<file path="config.mk">
export PLATFORM = sky130hd
export DESIGN_NAME = dmem_ctrl
export DESIGN_NICKNAME = d
export VERILOG_FILES = /design/src/rtl/dmem_pkg.sv /design/src/rtl/dmem_lane_unit.sv /design/src/rtl/dmem_ctrl.sv
export SDC_FILE = /design/constraint.sdc
export NUM_CORES = 1
export LEC_CHECK = 0
export CAP_MARGIN = 20
export CORE_ASPECT_RATIO = 1.25
export CORE_MARGIN = 2
export CORE_UTILIZATION = 50
export DETAILED_ROUTE_END_ITERATION = 8
export PLACE_DENSITY = 0.77
export SYNTH_ARGS = -nofsm -noshare
export SYNTH_HDL_FRONTEND = slang
export SYNTH_SLANG_ARGS = --single-unit
</file>
<file path="constraint.sdc">
create_clock -name clk_i -period 8.6 [get_ports clk_i]
set_input_delay 1.72 -clock clk_i [delete_from_list [all_inputs] [get_ports clk_i]]
set_output_delay 1.72 -clock clk_i [all_outputs]
set_load 0.02 [all_outputs]
</file>
<file path="src/rtl/dmem_pkg.sv">
// Shared types and helpers for the data-memory controller.
//  funct3_e : RV32I load/store funct3 encodings
//  state_e  : controller FSM states
//  Fault*   : fault codes, lower value wins when several apply
//  fault_code() : prioritised fault classification of a registered request
package dmem_pkg;

  typedef enum logic [2:0] {
    F3Byte  = 3'b000,
    F3Half  = 3'b001,
    F3Word  = 3'b010,
    F3ByteU = 3'b100,
    F3HalfU = 3'b101
  } funct3_e;

  typedef enum logic [1:0] {
    StIdle,
    StAccess,
    StResp
  } state_e;

  localparam logic [1:0] FaultNone  = 2'd0;
  localparam logic [1:0] FaultFunc3 = 2'd1;
  localparam logic [1:0] FaultRange = 2'd2;
  localparam logic [1:0] FaultAlign = 2'd3;

  // Priority: illegal funct3, then out-of-range, then misalignment.
  function automatic logic [1:0] fault_code(input logic       we,
                                            input logic [2:0] func3,
                                            input logic       out_of_range,
                                            input logic [1:0] lane);
    logic illegal;
    logic misaligned;
    if (we) illegal = (func3 > 3'b010);
    else    illegal = (func3 inside {3'b011, 3'b110, 3'b111});
    misaligned = ((func3[1:0] == 2'b01) && lane[0]) ||
                 ((func3[1:0] == 2'b10) && (lane != 2'b00));
    if (illegal)           return FaultFunc3;
    else if (out_of_range) return FaultRange;
    else if (misaligned)   return FaultAlign;
    else                   return FaultNone;
  endfunction

endpackage

</file>
<file path="src/rtl/dmem_lane_unit.sv">
// Combinational byte-lane logic for the data-memory controller.
//  func3_i : funct3 of the access (size in [1:0], unsigned flag in [2])
//  lane_i  : byte address bits [1:0]
//  wdata_i : store data, LSBs used for byte/half stores
//  rword_i : current contents of the addressed word
//  wword_o : word after merging the store under its byte enables
//  rdata_o : selected and extended load data
module dmem_lane_unit
  import dmem_pkg::*;
(
  input  logic [2:0]  func3_i,
  input  logic [1:0]  lane_i,
  input  logic [31:0] wdata_i,
  input  logic [31:0] rword_i,
  output logic [31:0] wword_o,
  output logic [31:0] rdata_o
);

  logic [3:0]  be;
  logic [31:0] wrep;
  logic [7:0]  byte_sel;
  logic [15:0] half_sel;

  // Store: replicate data across lanes, then keep only enabled bytes.
  always_comb begin
    be   = 4'b1111;
    wrep = wdata_i;
    case (func3_i[1:0])
      2'b00: begin
        be   = 4'b0001 << lane_i;
        wrep = {4{wdata_i[7:0]}};
      end
      2'b01: begin
        be   = lane_i[1] ? 4'b1100 : 4'b0011;
        wrep = {2{wdata_i[15:0]}};
      end
      default: begin
        be   = 4'b1111;
        wrep = wdata_i;
      end
    endcase
    wword_o = rword_i;
    for (int b = 0; b < 4; b++) begin
      if (be[b]) wword_o[8*b +: 8] = wrep[8*b +: 8];
    end
  end

  // Load: pick lane, then sign- or zero-extend.
  always_comb begin
    byte_sel = rword_i[{lane_i, 3'b000} +: 8];
    half_sel = lane_i[1] ? rword_i[31:16] : rword_i[15:0];
    case (func3_i)
      F3Byte:  rdata_o = {{24{byte_sel[7]}}, byte_sel};
      F3ByteU: rdata_o = {24'h0, byte_sel};
      F3Half:  rdata_o = {{16{half_sel[15]}}, half_sel};
      F3HalfU: rdata_o = {16'h0, half_sel};
      default: rdata_o = rword_i;
    endcase
  end

endmodule

</file>
<file path="src/rtl/dmem_ctrl.sv">
// Data-memory controller for the RV32I multi-cycle core.
// Word-organised RAM with SB/SH/SW stores and LB/LH/LW/LBU/LHU loads, one outstanding request,
// fixed READ_LAT cycles from accept to response, faults reported with no side effect.
//  clk_i        : clock
//  rst_ni       : synchronous active-low reset (memory contents are kept)
//  req_valid_i  / req_ready_o : request handshake, ready only when idle
//  req_we_i     : 1 = store, 0 = load
//  req_addr_i   : byte address
//  req_wdata_i  : store data
//  req_func3_i  : RV32I funct3
//  rsp_valid_o  / rsp_ready_i : response handshake, response held until accepted
//  rsp_rdata_o  : extended load data, 0 for stores and faults
//  rsp_err_o    : access faulted
module dmem_ctrl
  import dmem_pkg::*;
#(
  parameter int unsigned ADDR_W    = 4,
  parameter int unsigned READ_LAT  = 1,      // 1..4
  parameter logic [31:0] BASE_ADDR = 32'h0   // 4-byte aligned
) (
  input  logic        clk_i,
  input  logic        rst_ni,
  input  logic        req_valid_i,
  output logic        req_ready_o,
  input  logic        req_we_i,
  input  logic [31:0] req_addr_i,
  input  logic [31:0] req_wdata_i,
  input  logic [2:0]  req_func3_i,
  output logic        rsp_valid_o,
  input  logic        rsp_ready_i,
  output logic [31:0] rsp_rdata_o,
  output logic        rsp_err_o
);

  localparam int unsigned Depth    = 2 ** ADDR_W;
  localparam logic [31:0] ByteSpan = 32'(Depth * 4);
  localparam logic [1:0]  LatLast  = 2'(READ_LAT - 1);

  state_e      state_q;
  logic [1:0]  cnt_q;
  logic        we_q;
  logic [31:0] addr_q;
  logic [31:0] wdata_q;
  logic [2:0]  func3_q;
  logic        req_ready_q;
  logic        rsp_valid_q;
  logic [31:0] rsp_rdata_q;
  logic        rsp_err_q;

  logic [31:0] mem_q [Depth];

  logic [31:0]       offset;
  logic              out_of_range;
  logic [ADDR_W-1:0] word_idx;
  logic [1:0]        fault;
  logic [31:0]       rword;
  logic [31:0]       wword;
  logic [31:0]       load_data;
  logic              commit_store;

  assign offset       = addr_q - BASE_ADDR;
  assign out_of_range = (addr_q < BASE_ADDR) || (offset >= ByteSpan);
  assign word_idx     = offset[ADDR_W+1:2];
  assign fault        = fault_code(we_q, func3_q, out_of_range, addr_q[1:0]);
  assign rword        = mem_q[word_idx];

  // Stores commit on the first ACCESS edge; a reset on that edge drops the write.
  assign commit_store = rst_ni && (state_q == StAccess) && (cnt_q == LatLast) &&
                        we_q && (fault == FaultNone);

  dmem_lane_unit u_lane (
    .func3_i (func3_q),
    .lane_i  (addr_q[1:0]),
    .wdata_i (wdata_q),
    .rword_i (rword),
    .wword_o (wword),
    .rdata_o (load_data)
  );

  always_ff @(posedge clk_i) begin
    if (commit_store) mem_q[word_idx] <= wword;
  end

  always_ff @(posedge clk_i) begin
    if (!rst_ni) begin
      state_q     <= StIdle;
      cnt_q       <= 2'd0;
      we_q        <= 1'b0;
      addr_q      <= 32'h0;
      wdata_q     <= 32'h0;
      func3_q     <= 3'b000;
      req_ready_q <= 1'b1;
      rsp_valid_q <= 1'b0;
      rsp_rdata_q <= 32'h0;
      rsp_err_q   <= 1'b0;
    end else begin
      unique case (state_q)
        StIdle: begin
          if (req_valid_i && req_ready_q) begin
            we_q        <= req_we_i;
            addr_q      <= req_addr_i;
            wdata_q     <= req_wdata_i;
            func3_q     <= req_func3_i;
            cnt_q       <= LatLast;
            req_ready_q <= 1'b0;
            state_q     <= StAccess;
          end
        end
        StAccess: begin
          if (cnt_q == 2'd0) begin
            // Final ACCESS cycle: the load sees any store already committed.
            rsp_valid_q <= 1'b1;
            rsp_err_q   <= (fault != FaultNone);
            rsp_rdata_q <= ((fault != FaultNone) || we_q) ? 32'h0 : load_data;
            state_q     <= StResp;
          end else begin
            cnt_q <= cnt_q - 2'd1;
          end
        end
        StResp: begin
          if (rsp_ready_i) begin
            rsp_valid_q <= 1'b0;
            rsp_rdata_q <= 32'h0;
            rsp_err_q   <= 1'b0;
            req_ready_q <= 1'b1;
            state_q     <= StIdle;
          end
        end
        default: state_q <= StIdle;
      endcase
    end
  end

  assign req_ready_o = req_ready_q;
  assign rsp_valid_o = rsp_valid_q;
  assign rsp_rdata_o = rsp_rdata_q;
  assign rsp_err_o   = rsp_err_q;

endmodule

</file>
==> results.yml, run 1 <==
cells_and_area:
  layout-drive-gt1-share_pct: 21.4
  nFillCells: 3353
  finalNonFillerCells: 2235
  nets: 1618
  antenna_cells: 0
  areaGrowthSynthToFinish_pct: 16.5
place:
  placedCellCount: 2121
  io_buffers: 106
  post-dp-hpwl_mm: 35.8
  routabilityCongestion: 0.876
clocking:
  clkTransAtPathRegs_ns: 0.06
  ctsHoldBuffers: 0
  htree_levels: 2
  root_buffer: "clkbuf_16"
  cts_resized: 0
  clock_path_buffers: 3
  post_cts_buffers: 0
  clock-sinks: 623
  numCtsBuffers: 55
  worstSkewPairLatency_ns: 0.60
  cts_tree: "built"
pwr:
  p_seq_share_pct: 51.9
  ir_worst_vdd_mv: 0.163
  power_switching_mw: 1.47
  clockPowerShare_pct: 39.4
  p_int_mw: 5.13
  power_density_nw_per_um2: 231
  p_leak_nw: 9.14
  switching_share_pct: 22.2
  p_comb_share_pct: 8.7
timing:
  min_period_ns: 4.17
  finalHoldViolations: 0
  hold_slack_ns: 0.456
  worst_slew_pin_slew_ns: 1.13
  grt_setup_unrepaired: "no"
  clock_skew_ns: 0.0304
  slew_headroom_pct: 24.3
  max_clock_freq_mhz: 240
  setup_viol: 0
  min_period_over_period_pct: 48.5
  fin_setup_tns_ns: 0
  slew_violations: 0
die:
  start_util_pct: 50.8
  io_pins: 107
  fp.dieH_um: 252
  die_w_um: 202
  core-area_um2: 48300
  dieArea_um2: 50800
  row_count: 90
detailed_routing:
  postRouteAntennaNets: 0
  route.vias.total: 14000
  first_pass_iters: 5
  via_per_inst: 6.25
  drc: 0
  drtIter0Drc: 1936
  routedWlPerCell_um: 26.8
  wirelength_mm: 60.0
critical_path:
  critPathKind: "primary input to register"
  worstPathRequired_ns: 8.83
  crit_fanout: 24
  start_kind: "primary input"
  cp.arrival_ns: 4.40
  worst_setup_path_end_kind: "register"
global_routing:
  grt_busiest_layer: "met2"
  grtUsageMet1_pct: 31.7
  grt_start_max_net_pins: 79
  grt_first_pass_wirelength_mm: 90.0
  grt_pass1_vias: 14000
  track_usage_pct: 23.9
  grt_util_met3_pct: 3.72
  grt-ovfl-total: 0
  grt_use_met2_pct: 39.7
  antenna_found_initial: 0
yosys:
  synth_area_um2: 24500
  ys_seq_area_share_pct: 71.8
  synthSimpleGateAreaFrac_pct: 5.50
  yosys_warnings: 0
  netlist_top_cells_area: "edfxtp_1, mux4_2, dfxtp_1, nand2_1, a21oi_1"
  synth-edff-count: 512
  synthXorXnorAreaFrac_pct: 0
  syn_avg_cell_area_um2: 17.4
  synth_compound_area_share_pct: 4.52
  synth_top_flop_cell: "edfxtp_1"
  yosysUniqueCellTypes: 47
  synth_mux_area_share_pct: 16.3
  syn-num-nets: 1479
  synth_top_family_by_area: "multiplexers"
  synth_top_area_cell: "edfxtp_1"
  async_flop_share_pct: 0
  synthesis.instances: 1406
  synth_seq_cells: 623
  netlist.area_leader.share_pct: 62.7
  synth_adder_area_share_pct: 0.0510
hold_path:
  hold_class: "register to register"
outcome:
  outcome: "finished clean"
run:
  maxCapViolations: 0
==> stage by stage <==
stage / power [mW] / cell area (µm²) / worst slack, ns / utilization [%]
CTS: 6.61 / 28500 / 4.32 / 58.9
detailed placement: 4.05 / 26500 / 3.91 / 55.0
finish: 6.60 / 28600 / 4.43 / 59.1
floorplan: 3.83 / 24500 / 3.61 / -
global route: 6.78 / 28600 / 4.16 / 59.1
global placement: 4.03 / 26500 / 4.02 / 54.8
==> cell usage after synthesis, drive strengths merged, types with 9 or more instances <==
master / instances
nand2b: 22
clkbuf: 51
nand4: 12
inv: 9
mux4: 155
a21oi: 86
o21ai: 32
nor4: 9
nand3: 10
mux2i: 39
dfxtp: 111
nand2: 176
nor2: 36
mux2: 10
a22oi: 34
nor2b: 12
edfxtp: 512
buf: 34
==> layout by cell type, fill, tap and decap left out, drive strengths merged, types with 2 or more instances in the layout <==
master	count
a221oi	3
o22ai	3
nor2	36
o21ai	32
mux4	155
o2111ai	3
or3b	2
nor3	7
edfxtp	512
nor3b	4
nand2b	22
nand3b	2
nor4	9
a21o	2
clkinv	13
nand2	176
a21oi	86
clkdlybuf4s50	106
mux2	10
nor2b	12
nand3	10
mux2i	39
clkinvlp	3
and4	2
bufinv	8
buf	61
and2	4
inv	12
a22oi	34
dfxtp	111
nand4	12
a22o	8
a211oi	4
clkbuf	77
==> critical path, stage by stage <==
cell	delay (ns)
clkdlybuf4s50_1	0.61
nand3_1	0.19
or3_1	0.52
nor3_2	0.80
buf_4	0.55
==> path summary, 6_finish.rpt <==
kind | cells past startpoint | from | slack, ns | end
worst max-delay path | 5 | rst_ni | 4.43 | mem_q[0][29]$_DFFE_PP_
worst min-delay path | 2 | addr_q[11]$_SDFFE_PN0P_ | 0.46 | addr_q[11]$_SDFFE_PN0P_
worst max register to register | 7 | register | 4.45 | rsp_rdata_o[5]$_SDFFE_PN0P_
worst min register to register | 2 | addr_q[11]$_SDFFE_PN0P_ | 0.46 | addr_q[11]$_SDFFE_PN0P_
==> layer usage <==
layer | wire length [µm] | part of all wire [%]
met1 | 22200 | 37
met2 | 29500 | 49
met3 | 5790 | 9.7
met4 | 2570 | 4.3
met5 | 0 | 0
==> final cells by class <==
| class | instances | area (µm²) | area share, % |
|---|---|---|---|
| clock buffer | 77 | 1580 | 5.54 |
| multi-input combinational | 688 | 6620 | 23.2 |
| inverter | 10 | 37.5 | 0.131 |
| clock inverter | 26 | 348 | 1.22 |
| sequential | 623 | 17600 | 61.6 |
| tap | 644 | 806 | 2.82 |
| timing repair buffer | 167 | 1570 | 5.48 |
==> flip-flops by register name, summed over array words and instances, names as in the netlist, 2 cells and up, named ones only <==
signal       cells
mem_q          512
addr_q          32
rsp_rdata_o     32
wdata_q         32
func3_q          3
cnt_q            2
state_q          2
==> power by group through the flow <==
stage	registers (mW)	clock network [mW]	logic (mW)
6_report	3.43	2.60	0.575
2_1_floorplan	3.47	0	0.359
4_1_cts	3.43	2.63	0.561
3_5_place_dp	3.49	0	0.556
3_3_place_gp	3.49	0	0.536
5_1_grt	3.43	2.73	0.617
==> cells by family (layout without fill, tap and decap cells) <==
family,Yosys count,in the layout
and+or+nand+nor,300,300
muxes,204,204
adders and majority gates,1,1
DFF,623,623
buffers and inverters,95,280
AOI/OAI and AO/OA,183,183
Note: power is estimated with default switching activity, not from simulation.
==> run 2: changes to the inputs <==
Clock period 8.6 ns to 4 ns, I/O delays scaled along.
==> results.yml, run 2 (synthesized netlist as in run 1, its figures left out) <==
place:
  post-dp-hpwl_mm: 38.1
  pre_cts_ws_ns: 0.738
  routabilityCongestion: 0.871
  io_buffers: 106
cells_and_area:
  final_cell_mix: "edfxtp_1, nand2_1, mux4_2, dfxtp_1, clkdlybuf4s50_1"
  areaGrowthSynthToFinish_pct: 17.3
  antenna_cells: 0
  largest_reg_flops: 512
  layout-drive-gt1-share_pct: 22.6
  largest-register: "mem_q"
  nFillCells: 3355
  utilization_pct: 59.5
  final_common_cell: "edfxtp_1"
  nets: 1630
die:
  core-area_um2: 48300
  fp.dieH_um: 252
  die_w_um: 202
  start_util_pct: 50.8
  row_count: 90
  dieArea_um2: 50800
  io_pins: 107
clocking:
  root_buffer: "clkbuf_16"
  numCtsBuffers: 55
  htree_levels: 2
  post_cts_buffers: 0
  clock-sinks: 623
  clkTransAtPathRegs_ns: 0.06
  cts_tree: "built"
  clock_path_buffers: 3
  worstSkewPairLatency_ns: 0.61
  ctsHoldBuffers: 0
  cts_resized: 0
timing:
  finalHoldViolations: 0
  worst_slew_pin_slew_ns: 1.07
  hold_slack_ns: 0.457
  slew_violations: 0
  grt_setup_unrepaired: "no"
  clock_skew_ns: 0.0330
  setup_viol: 0
  min_period_ns: 3.28
  min_period_over_period_pct: 82.0
  fin_setup_tns_ns: 0
  timing.final.ws_setup_ns: 0.718
  slew_headroom_pct: 28.2
  max_clock_freq_mhz: 305
detailed_routing:
  drtIter0Drc: 1866
  wirelength_mm: 62.3
  via_per_inst: 6.28
  first_pass_iters: 8
  routedWlPerCell_um: 27.7
  drc: 0
  route.vias.total: 14100
  postRouteAntennaNets: 0
pwr:
  p_leak_nw: 9.20
  power_density_nw_per_um2: 489
  power_mw: 14.1
  ir_worst_vdd_mv: 0.336
global_routing:
  grt_first_pass_wirelength_mm: 92.6
  grt_pass1_vias: 14600
  track_usage_pct: 24.8
  grt-ovfl-total: 0
  antenna_found_initial: 0
  grt_start_max_net_pins: 71
critical_path:
  startpoint: "cnt_q[0]$_SDFFE_PN0P_"
  regToRegStartpoint: "cnt_q[0]$_SDFFE_PN0P_"
  rr_worst_depth: 9
  cp.arrival_ns: 3.55
  endpoint: "mem_q[9][1]$_DFFE_PP_"
  crit_fanout: 21
  worstPathRequired_ns: 4.27
  reg2reg_slack_ns: 0.72
  worst_setup_path_end_kind: "register"
  start_kind: "register"
  rr_endpoint: "mem_q[9][1]$_DFFE_PP_"
  critPathKind: "register to register"
run:
  maxCapViolations: 0
hold_path:
  hold_class: "register to register"
outcome:
  outcome: "finished clean"
run 2: changes by cell type in the layout (fill, tap and decap cells not counted), moves of 4 or more:
cell	delta
buf_12	+12
inv_6	+4
clkbuf_1	-6
clkinv_1	-4
clkinv_4	+4
bufinv_16	-5
run 2: worst min-delay path by stage:
stage / start / endpoint / slack, ns / cells past startpoint
after floorplan: wdata_q[16]$_SDFFE_PN0P_ / wdata_q[16]$_SDFFE_PN0P_ / 0.44 / 2
after global placement: addr_q[17]$_SDFFE_PN0P_ / addr_q[17]$_SDFFE_PN0P_ / 0.44 / 2
after detailed placement: addr_q[29]$_SDFFE_PN0P_ / addr_q[29]$_SDFFE_PN0P_ / 0.45 / 2
after CTS: addr_q[29]$_SDFFE_PN0P_ / addr_q[29]$_SDFFE_PN0P_ / 0.46 / 2
after global routing: addr_q[12]$_SDFFE_PN0P_ / addr_q[12]$_SDFFE_PN0P_ / 0.48 / 2
final: addr_q[8]$_SDFFE_PN0P_ / addr_q[8]$_SDFFE_PN0P_ / 0.46 / 2
run 2: per-layer routing:
layer | vias to the layer above | track usage (%) | wire (µm)
met2 | 927 | 41.4 | 30800
met3 | 158 | 4.55 | 6650
met1 | 7160 | 32.0 | 22200
li1 | 5866 | - | -
met5 | - | 0 | 0
met4 | 0 | 10.8 | 2620
run 2: power breakdown:
part | internal (mW) | total [mW] | switching, mW
Sequential | 7.27 | 7.40 | 0.127
Combinational | 0.491 | 1.23 | 0.736
Clock | 3.06 | 5.43 | 2.37
Total | 10.8 | 14.1 | 3.23
run 2: worst max-delay path: stages, from the launching register on:
cell and delay [ns]:
dfxtp_1 0.30, inv_1 0.08, ha_1 0.24, nand2_1 0.07, nor2_1 0.35, and4_1 0.35
nand3_1 0.16, nor3b_1 0.52, nor2b_4 0.59, buf_12 0.28
run 2: cell type report:
class | count | area (µm²) | area share, %
clock inverters | 30 | 284 | 0.988
repair buffers | 179 | 1780 | 6.19
flip-flops and latches | 623 | 17600 | 61.2
clock buffers | 74 | 1610 | 5.61
well taps | 644 | 806 | 2.80
multi-input cells | 688 | 6630 | 23.1
inverters | 10 | 37.5 | 0.131
run 2: stage by stage:
stage	instance area, µm²	cells
4_1_cts	28700	2246
6_report	28800	2248
3_5_place_dp	26800	2142
3_3_place_gp	26800	2136
2_1_floorplan	24500	1406
5_1_grt	28800	2248
